## src/rtl/nes_joypad_port_if.sv

```systemverilog
// Bus bundle between the NES CPU I/O logic / report decoders and the
// joypad port emulation.
//   i_btn0/i_btn1 : button state per port {R,L,D,U,Start,Select,B,A}, 1 = pressed
//   i_strobe      : bit0 of the last CPU write to $4016 (level)
//   i_rd0/i_rd1   : high while the CPU reads $4016 / $4017
//   o_d0/o_d1     : current serial bit per port
//   o_cnt0/o_cnt1 : shifts since last load, saturating at 8
// master = CPU side (drives buttons/strobe/reads), slave = joypad port.
interface nes_joypad_port_if;
  logic [7:0] i_btn0;
  logic [7:0] i_btn1;
  logic       i_strobe;
  logic       i_rd0;
  logic       i_rd1;
  logic       o_d0;
  logic       o_d1;
  logic [3:0] o_cnt0;
  logic [3:0] o_cnt1;

  modport master (
    output i_btn0, i_btn1, i_strobe, i_rd0, i_rd1,
    input  o_d0, o_d1, o_cnt0, o_cnt1
  );

  modport slave (
    input  i_btn0, i_btn1, i_strobe, i_rd0, i_rd1,
    output o_d0, o_d1, o_cnt0, o_cnt1
  );
endinterface

```

## src/rtl/nes_joypad_port.sv

```systemverilog
// Emulates two 4021-style NES controllers as seen at $4016/$4017.
// Button state is registered, optionally cleaned of impossible D-pad
// combinations, loaded into an 8-bit shift register while strobe is high,
// and shifted one bit (A first) at the end of every read access.
//   i_clk, i_rst_n : clock, asynchronous active-low reset
//   bus (slave)    : buttons, strobe, read levels in; serial data and
//                    shift counts out
module nes_joypad_port #(
  parameter bit c_mask_opposite = 1'b1,
  parameter bit c_fill          = 1'b1
) (
  input  logic             i_clk,
  input  logic             i_rst_n,
  nes_joypad_port_if.slave bus
);

  localparam int NUM_PORTS = 2;

  logic [NUM_PORTS-1:0][7:0] btn;
  logic [NUM_PORTS-1:0]      rd;
  logic [NUM_PORTS-1:0]      d;
  logic [NUM_PORTS-1:0][3:0] cnt;

  assign btn = {bus.i_btn1, bus.i_btn0};
  assign rd  = {bus.i_rd1, bus.i_rd0};

  for (genvar p = 0; p < NUM_PORTS; p++) begin : g_port
    logic [7:0] btn_m;
    logic [7:0] r_btn;
    logic       r_rd;
    logic [7:0] shreg;
    logic [3:0] cnt_q;
    logic       rd_fall;

    // Bit map: 0=A 1=B 2=Select 3=Start 4=U 5=D 6=L 7=R.
    // Opposing D-pad directions held together cancel out, since games
    // can misbehave when they see them simultaneously.
    always_comb begin
      btn_m = btn[p];
      if (c_mask_opposite) begin
        if (btn[p][4] && btn[p][5]) btn_m[5:4] = 2'b00;
        if (btn[p][6] && btn[p][7]) btn_m[7:6] = 2'b00;
      end
    end

    // The shift happens when a read completes, so a multi-cycle read
    // still advances exactly one bit.
    assign rd_fall = r_rd & ~rd[p];

    always_ff @(posedge i_clk or negedge i_rst_n) begin
      if (!i_rst_n) begin
        r_btn <= 8'h00;
        r_rd  <= 1'b0;
        shreg <= 8'h00;
        cnt_q <= 4'd0;
      end else begin
        r_btn <= btn_m;
        r_rd  <= rd[p];
        // Strobe keeps the register transparent to the buttons and
        // swallows any read ending in the same cycle.
        if (bus.i_strobe) begin
          shreg <= r_btn;
          cnt_q <= 4'd0;
        end else if (rd_fall) begin
          shreg <= {c_fill, shreg[7:1]};
          cnt_q <= (cnt_q == 4'd8) ? 4'd8 : cnt_q + 4'd1;
        end
      end
    end

    assign d[p]   = shreg[0];
    assign cnt[p] = cnt_q;
  end

  assign bus.o_d0   = d[0];
  assign bus.o_d1   = d[1];
  assign bus.o_cnt0 = cnt[0];
  assign bus.o_cnt1 = cnt[1];

endmodule

```

## src/flat_wrapper.sv

```systemverilog
// flat-port wrapper written by rule: the top's interface ports become plain ports
module nes_joypad_port_flat 
#(
  parameter bit c_mask_opposite = 1'b1,
  parameter bit c_fill          = 1'b1
)
  (i_clk, i_rst_n, bus_i_btn0, bus_i_btn1, bus_i_strobe, bus_i_rd0, bus_i_rd1, bus_o_d0, bus_o_d1, bus_o_cnt0, bus_o_cnt1);
  nes_joypad_port_if bus_i ();
  input  logic i_clk;
  input  logic i_rst_n;
  input wire logic [$bits(bus_i.i_btn0)-1:0] bus_i_btn0;
  input wire logic [$bits(bus_i.i_btn1)-1:0] bus_i_btn1;
  input wire logic [$bits(bus_i.i_strobe)-1:0] bus_i_strobe;
  input wire logic [$bits(bus_i.i_rd0)-1:0] bus_i_rd0;
  input wire logic [$bits(bus_i.i_rd1)-1:0] bus_i_rd1;
  output wire logic [$bits(bus_i.o_d0)-1:0] bus_o_d0;
  output wire logic [$bits(bus_i.o_d1)-1:0] bus_o_d1;
  output wire logic [$bits(bus_i.o_cnt0)-1:0] bus_o_cnt0;
  output wire logic [$bits(bus_i.o_cnt1)-1:0] bus_o_cnt1;
  assign bus_i.i_btn0 = bus_i_btn0;
  assign bus_i.i_btn1 = bus_i_btn1;
  assign bus_i.i_strobe = bus_i_strobe;
  assign bus_i.i_rd0 = bus_i_rd0;
  assign bus_i.i_rd1 = bus_i_rd1;
  assign bus_o_d0 = bus_i.o_d0;
  assign bus_o_d1 = bus_i.o_d1;
  assign bus_o_cnt0 = bus_i.o_cnt0;
  assign bus_o_cnt1 = bus_i.o_cnt1;
  nes_joypad_port #(.c_mask_opposite(c_mask_opposite), .c_fill(c_fill)) u_core (.i_clk(i_clk), .i_rst_n(i_rst_n), .bus(bus_i));
endmodule
```

## config.mk

```make
export PLATFORM = sky130hd
export DESIGN_NAME = nes_joypad_port_flat
export DESIGN_NICKNAME = d
export VERILOG_FILES = /design/src/rtl/nes_joypad_port_if.sv /design/src/rtl/nes_joypad_port.sv /design/src/flat_wrapper.sv
export SDC_FILE = /design/constraint.sdc
export NUM_CORES = 1
export LEC_CHECK = 0
export ABC_CLOCK_PERIOD_IN_PS = 1500
export BUFFER_PORTS_ARGS = -buffer_cell sky130_fd_sc_hd__buf_2
export CORE_ASPECT_RATIO = 0.9
export CORE_MARGIN = 1
export CORE_UTILIZATION = 44
export CTS_CLUSTER_SIZE = 24
export DETAILED_ROUTE_END_ITERATION = 12
export PLACE_DENSITY = 0.66
export SKIP_CTS_REPAIR_TIMING = 1
export SLEW_MARGIN = 20
export SYNTH_ARGS = -nofsm -noshare
export SYNTH_HDL_FRONTEND = slang
export SYNTH_SLANG_ARGS = --single-unit
```

## constraint.sdc

```tcl
create_clock -name i_clk -period 1.5 [get_ports i_clk]
set_input_delay 0.15 -clock i_clk [delete_from_list [all_inputs] [get_ports i_clk]]
set_output_delay 0.15 -clock i_clk [all_outputs]
set_load 0.01 [all_outputs]
```

## After elaboration in Yosys (flattened, before gate mapping)

Cells that the tools add are included.

- Bits in registers: 42

- Add/subtract/negate cells: 2
- Equality and inequality tests: 2
- Mux-type cells: 14
- Bitwise logic cells: 4
- Reductions and logical operators: 6

Operator list:

| cell | number |
|---|---|
| $mux W8 | 4 |
| $mux W4 | 6 |
| $add A4 B1 Y4 const B | 2 |
| $eq A4 B4 Y1 const B | 2 |
| $mux W2 | 4 |
| $logic_and A1 B1 Y1 | 4 |
| $reduce_bool A2 Y1 | 2 |
| $and A1 B1 Y1 | 2 |
| $not A1 Y1 | 2 |

## Depth between registers and ports, before layout

- Depth in word-level cells: 4
- Depth in mapped cells: 5
- Mapped depth without buffers: 5

## Worst setup path before layout

No wires, ideal clock.

- Path type: register to register
- From: register u_core.g_port[1].cnt_q[0] (netlist: u_core.bus.o_cnt1[0])
- To: register u_core.g_port[1].cnt_q[0] (netlist: u_core.bus.o_cnt1[0])
- Setup time: 0.078 ns
- Arrival time: 1.135 ns
- Required time: 1.422 ns
- Setup slack: 0.287 ns
- Cell stages (with the launch flop): 5
- Path through: dfrtp_1 > inv_1 > ha_1 > a311o_1 > a21oi_1

- Word-level cells in the longest chain between the ends: 4
- Elaborated cells between the ends (all ways): 5
- Those cells by class: add/sub (1); eq/ne (1); mux (3)

RTL lines:

| item | line | source |
|---|---|---|
| start, declared | nes_joypad_port.sv:32 | `logic [3:0] cnt_q;` |
| start signal, assigned | nes_joypad_port.sv:66 | `cnt_q <= (cnt_q == 4'd8) ? 4'd8 : cnt_q + 4'd1;` |
| $add A4 B1 Y4 / $eq A4 B4 Y1 (equally long branches) | nes_joypad_port.sv:66 |  |
| $mux W4 (*) | nes_joypad_port.sv:66 |  |
| $mux W4 (*) | nes_joypad_port.sv:64 | `end else if (rd_fall) begin` |
| $mux W4 (*) | nes_joypad_port.sv:61 | `if (bus.i_strobe) begin` |

Every way passes the cells marked *; elsewhere a longest branch is shown, timed or not. The select of a mux whose other input is x is not followed.
A chain may end at the register's enable or synchronous reset.

## Worst setup path after layout

- From: input port bus_i_rd1
- To: register u_core.g_port[1].shreg[2]

- Word-level cells in the longest chain between the ends: 3

RTL lines:

| item | line | source |
|---|---|---|
| start, declared | flat_wrapper.sv:15 | `input wire logic [$bits(bus_i.i_rd1)-1:0] bus_i_rd1;` |
| $not A1 Y1 | nes_joypad_port.sv:48 | `assign rd_fall = r_rd & ~rd[p];` |
| $and A1 B1 Y1 | nes_joypad_port.sv:48 |  |
| $reduce_bool A2 Y1 (no source line) | -- |  |
| end signal, assigned | nes_joypad_port.sv:62 | `shreg <= r_btn;` |
| end signal, assigned | nes_joypad_port.sv:65 | `shreg <= {c_fill, shreg[7:1]};` |
| end, declared | nes_joypad_port.sv:31 | `logic [7:0] shreg;` |

Every way passes these cells.

==> results.json <==
{
  "outcome": "finished clean",
  "drcViolationCount": 0,
  "gp_congestion": 0.730,
  "critPathKind": "primary input to register",
  "final_area_um2": 2080,
  "drt_first_pass_iters": 4,
  "ctsHtreeMaxLevel": 2,
  "whs_path_depth": 2,
  "synth_area_leader_cell": "dfrtp_1",
  "tns_ns": 0,
  "fmax_mhz": 736,
  "ant_nets": 0,
  "top_layer": "met4",
  "finalCritPeriodShare_pct": 90.6,
  "start_kind": "primary input",
  "met3_length_um": 107,
  "port_buffers": 30,
  "leakagePower_nw": 1.02,
  "cts-buffers-inserted": 5,
  "crit_required_ns": 1.65,
  "hold_start": "bus_i_btn0[5]",
  "yosys_warnings": 0,
  "fin_nets": 215,
  "critPathMaxFanout": 7,
  "rsz0062_at_grt": "no",
  "rr_endpoint": "u_core.bus.o_cnt1[0]",
  "drt_iter0_drc": 64,
  "via_per_inst": 4.85,
  "num_rows": 20,
  "hold_ws_ns": 0.0148,
  "dpl.hpwl_um": 1790,
  "placed_cells": 216,
  "fin_util_pct": 59.5,
  "end_kind": "register",
  "pre_cts_slack_ns": 0.227,
  "tightest_slew_ns": 0.582,
  "synth_area_um2": 1680,
  "grt_usage_pct": 15.0,
  "overflow": 0,
  "p_total_mw": 2.31,
  "postPlaceCellArea_um2": 1860,
  "synth.avg_cell_area_um2": 11.4,
  "grt_pass1_vias": 1049,
  "period_needed_ns": 1.36,
  "ys_ff_latch": 42,
  "hold_viol": 0,
  "cts_buffer_depth": 2,
  "die_y_um": 60.7,
  "clk_pin_slew_ns": 0.08,
  "yosysTopAreaCellShare_pct": 62.5,
  "drive_gt1_share_pct": 21.5,
  "cpPeakStageDelay_ns": 0.52,
  "fin_ws_ns": 0.140,
  "areaGrowthSynthToFinish_pct": 23.9,
  "worstReg2RegStart": "u_core.bus.o_cnt1[0]",
  "cp_slowest_cell": "dlygate4sd3_1",
  "drv_cap": 0,
  "die_w_um": 67.2,
  "clk_latency_ns": 0.28,
  "io_pins": 31,
  "finalSetupViolCount": 0,
  "hold_end": "u_core.g_port[0].r_btn[4]",
  "drv_slew": 0,
  "synth_area_leaders": "dfrtp_1 62%, mux2i_1 8.3%, o21ai_0 5.7%, nand2_1 5.1%, nor2b_1 3.3%",
  "r2r_setup_slack_ns": 0.22,
  "met2WireLength_um": 1310,
  "diodes": 0,
  "cts_tree": "built",
  "wl_per_cell_um": 11.5,
  "max_slew_margin_pct": 61.2,
  "ir_worst_vdd_uv": 535,
  "critical_path_arrival_ns": 1.51,
  "synth_nets": 172,
  "drt_wl_total_um": 2700,
  "root_buffer": "clkbuf_8",
  "grt_pass1_wl_um": 4460,
  "antenna_found_initial": 0,
  "grt_max_degree": 43,
  "crit_chain": "dlygate4sd3_1 -> buf_2 -> nand2b_1 -> buf_4 -> mux2i_1 -> o21ai_0",
  "synth_cells": 147,
  "clock_skew_ns": 0.00221,
  "core-area_um2": 3500,
  "drt-met1-wl_um": 1270,
  "instances_no_fill": 235,
  "synth.distinct_cells": 22,
  "num_vias": 1139,
  "synth-seq-area-share_pct": 62.5,
  "power_density_nw_per_um2": 1110,
  "start_util_pct": 48.0,
  "cts_sinks": 42,
  "reg2regPathDepth": 4,
  "die-area_um2": 4080,
  "hold_class": "primary input to register"
}
==> area by class of cell <==
class                      count  area (um^2)
clock buffer                   6         72.6
clock inverter                 2         37.5
fill                         298         1420
inverter                       6         22.5
multi-input combinational     92          571
sequential                    42         1050
tap                           44         55.1
timing repair buffer          43          275
==> kinds of logic (layout without fill, tap and decap cells) <==
family | after synthesis | in the layout | share of synthesized area [%]
and+or+nand+nor | 43 | 43 | 12.8
DFF | 42 | 42 | 62.5
AOI/OAI and AO/OA | 31 | 31 | 9.81
muxes | 14 | 14 | 8.33
buffers and inverters | 13 | 57 | 3.64
adders and majority gates | 4 | 4 | 2.97
==> per-layer routing <==
metal,vias to the layer above,track usage (%)
li1,575,-
met1,538,18.9
met2,24,24.6
met3,2,4.51
met4,0,5.47
met5,-,0
==> Yosys cell counts <==
| cell | n |
|---|---|
| a21o_1 | 1 |
| a21oi_1 | 9 |
| a311o_1 | 1 |
| and2b_2 | 1 |
| buf_2 | 1 |
| buf_4 | 1 |
| buf_6 | 1 |
| clkbuf_1 | 4 |
| dfrtp_1 | 42 |
| ha_1 | 4 |
| inv_1 | 6 |
| mux2i_1 | 14 |
| nand2_1 | 23 |
| nand2b_1 | 1 |
| nand2b_4 | 1 |
| nand3_1 | 3 |
| nand4b_1 | 1 |
| nor2_1 | 2 |
| nor2b_1 | 9 |
| o211ai_1 | 1 |
| o21ai_0 | 19 |
| or3_1 | 2 |
==> worst max path at each step <==
stage	end	from	slack, ns
after floorplan	u_core.bus.o_cnt1[0]	u_core.bus.o_cnt1[0]	0.29
after global placement	u_core.bus.o_cnt1[0]	u_core.bus.o_cnt1[0]	0.33
after detailed placement	u_core.bus.o_cnt1[0]	u_core.bus.o_cnt1[0]	0.23
after CTS	u_core.bus.o_cnt1[0]	u_core.bus.o_cnt1[0]	0.21
after global routing	u_core.g_port[1].shreg[3]	bus_i_rd1	0.02
final	u_core.g_port[1].shreg[2]	bus_i_rd1	0.14
==> where the power goes <==
group,internal (mW),switching [mW]
clock network,0.496,0.364
logic,0.103,0.105
registers,1.20,0.0387
total,1.80,0.508
==> layout by cell type (no fill, tap or decap), types with 2 or more instances in the layout <==
| cell | count |
|---|---|
| nand2_1 | 23 |
| inv_1 | 6 |
| nand3_1 | 3 |
| dfrtp_1 | 42 |
| ha_1 | 4 |
| buf_4 | 2 |
| clkbuf_8 | 5 |
| dlygate4sd3_1 | 11 |
| nor2b_1 | 9 |
| buf_2 | 30 |
| o21ai_0 | 19 |
| nor2_1 | 2 |
| mux2i_1 | 14 |
| a21oi_1 | 9 |
| or3_1 | 2 |
==> critical path: cells and delay by family <==
family                 cells  cell delay [ns]
and+or+nand+nor            1             0.22
buffers and inverters      3             0.85
AOI/OAI and AO/OA          1             0.08
muxes                      1             0.20
==> registers in the layout, summed over array words and instances (netlist names) <==
name and cells:
u_core.g_port.shreg 16, u_core.g_port.r_rd 2, u_core.bus.o_cnt0 4, u_core.bus.o_cnt1 4, u_core.g_port.r_btn 16
(Power assumes the default switching activity.)
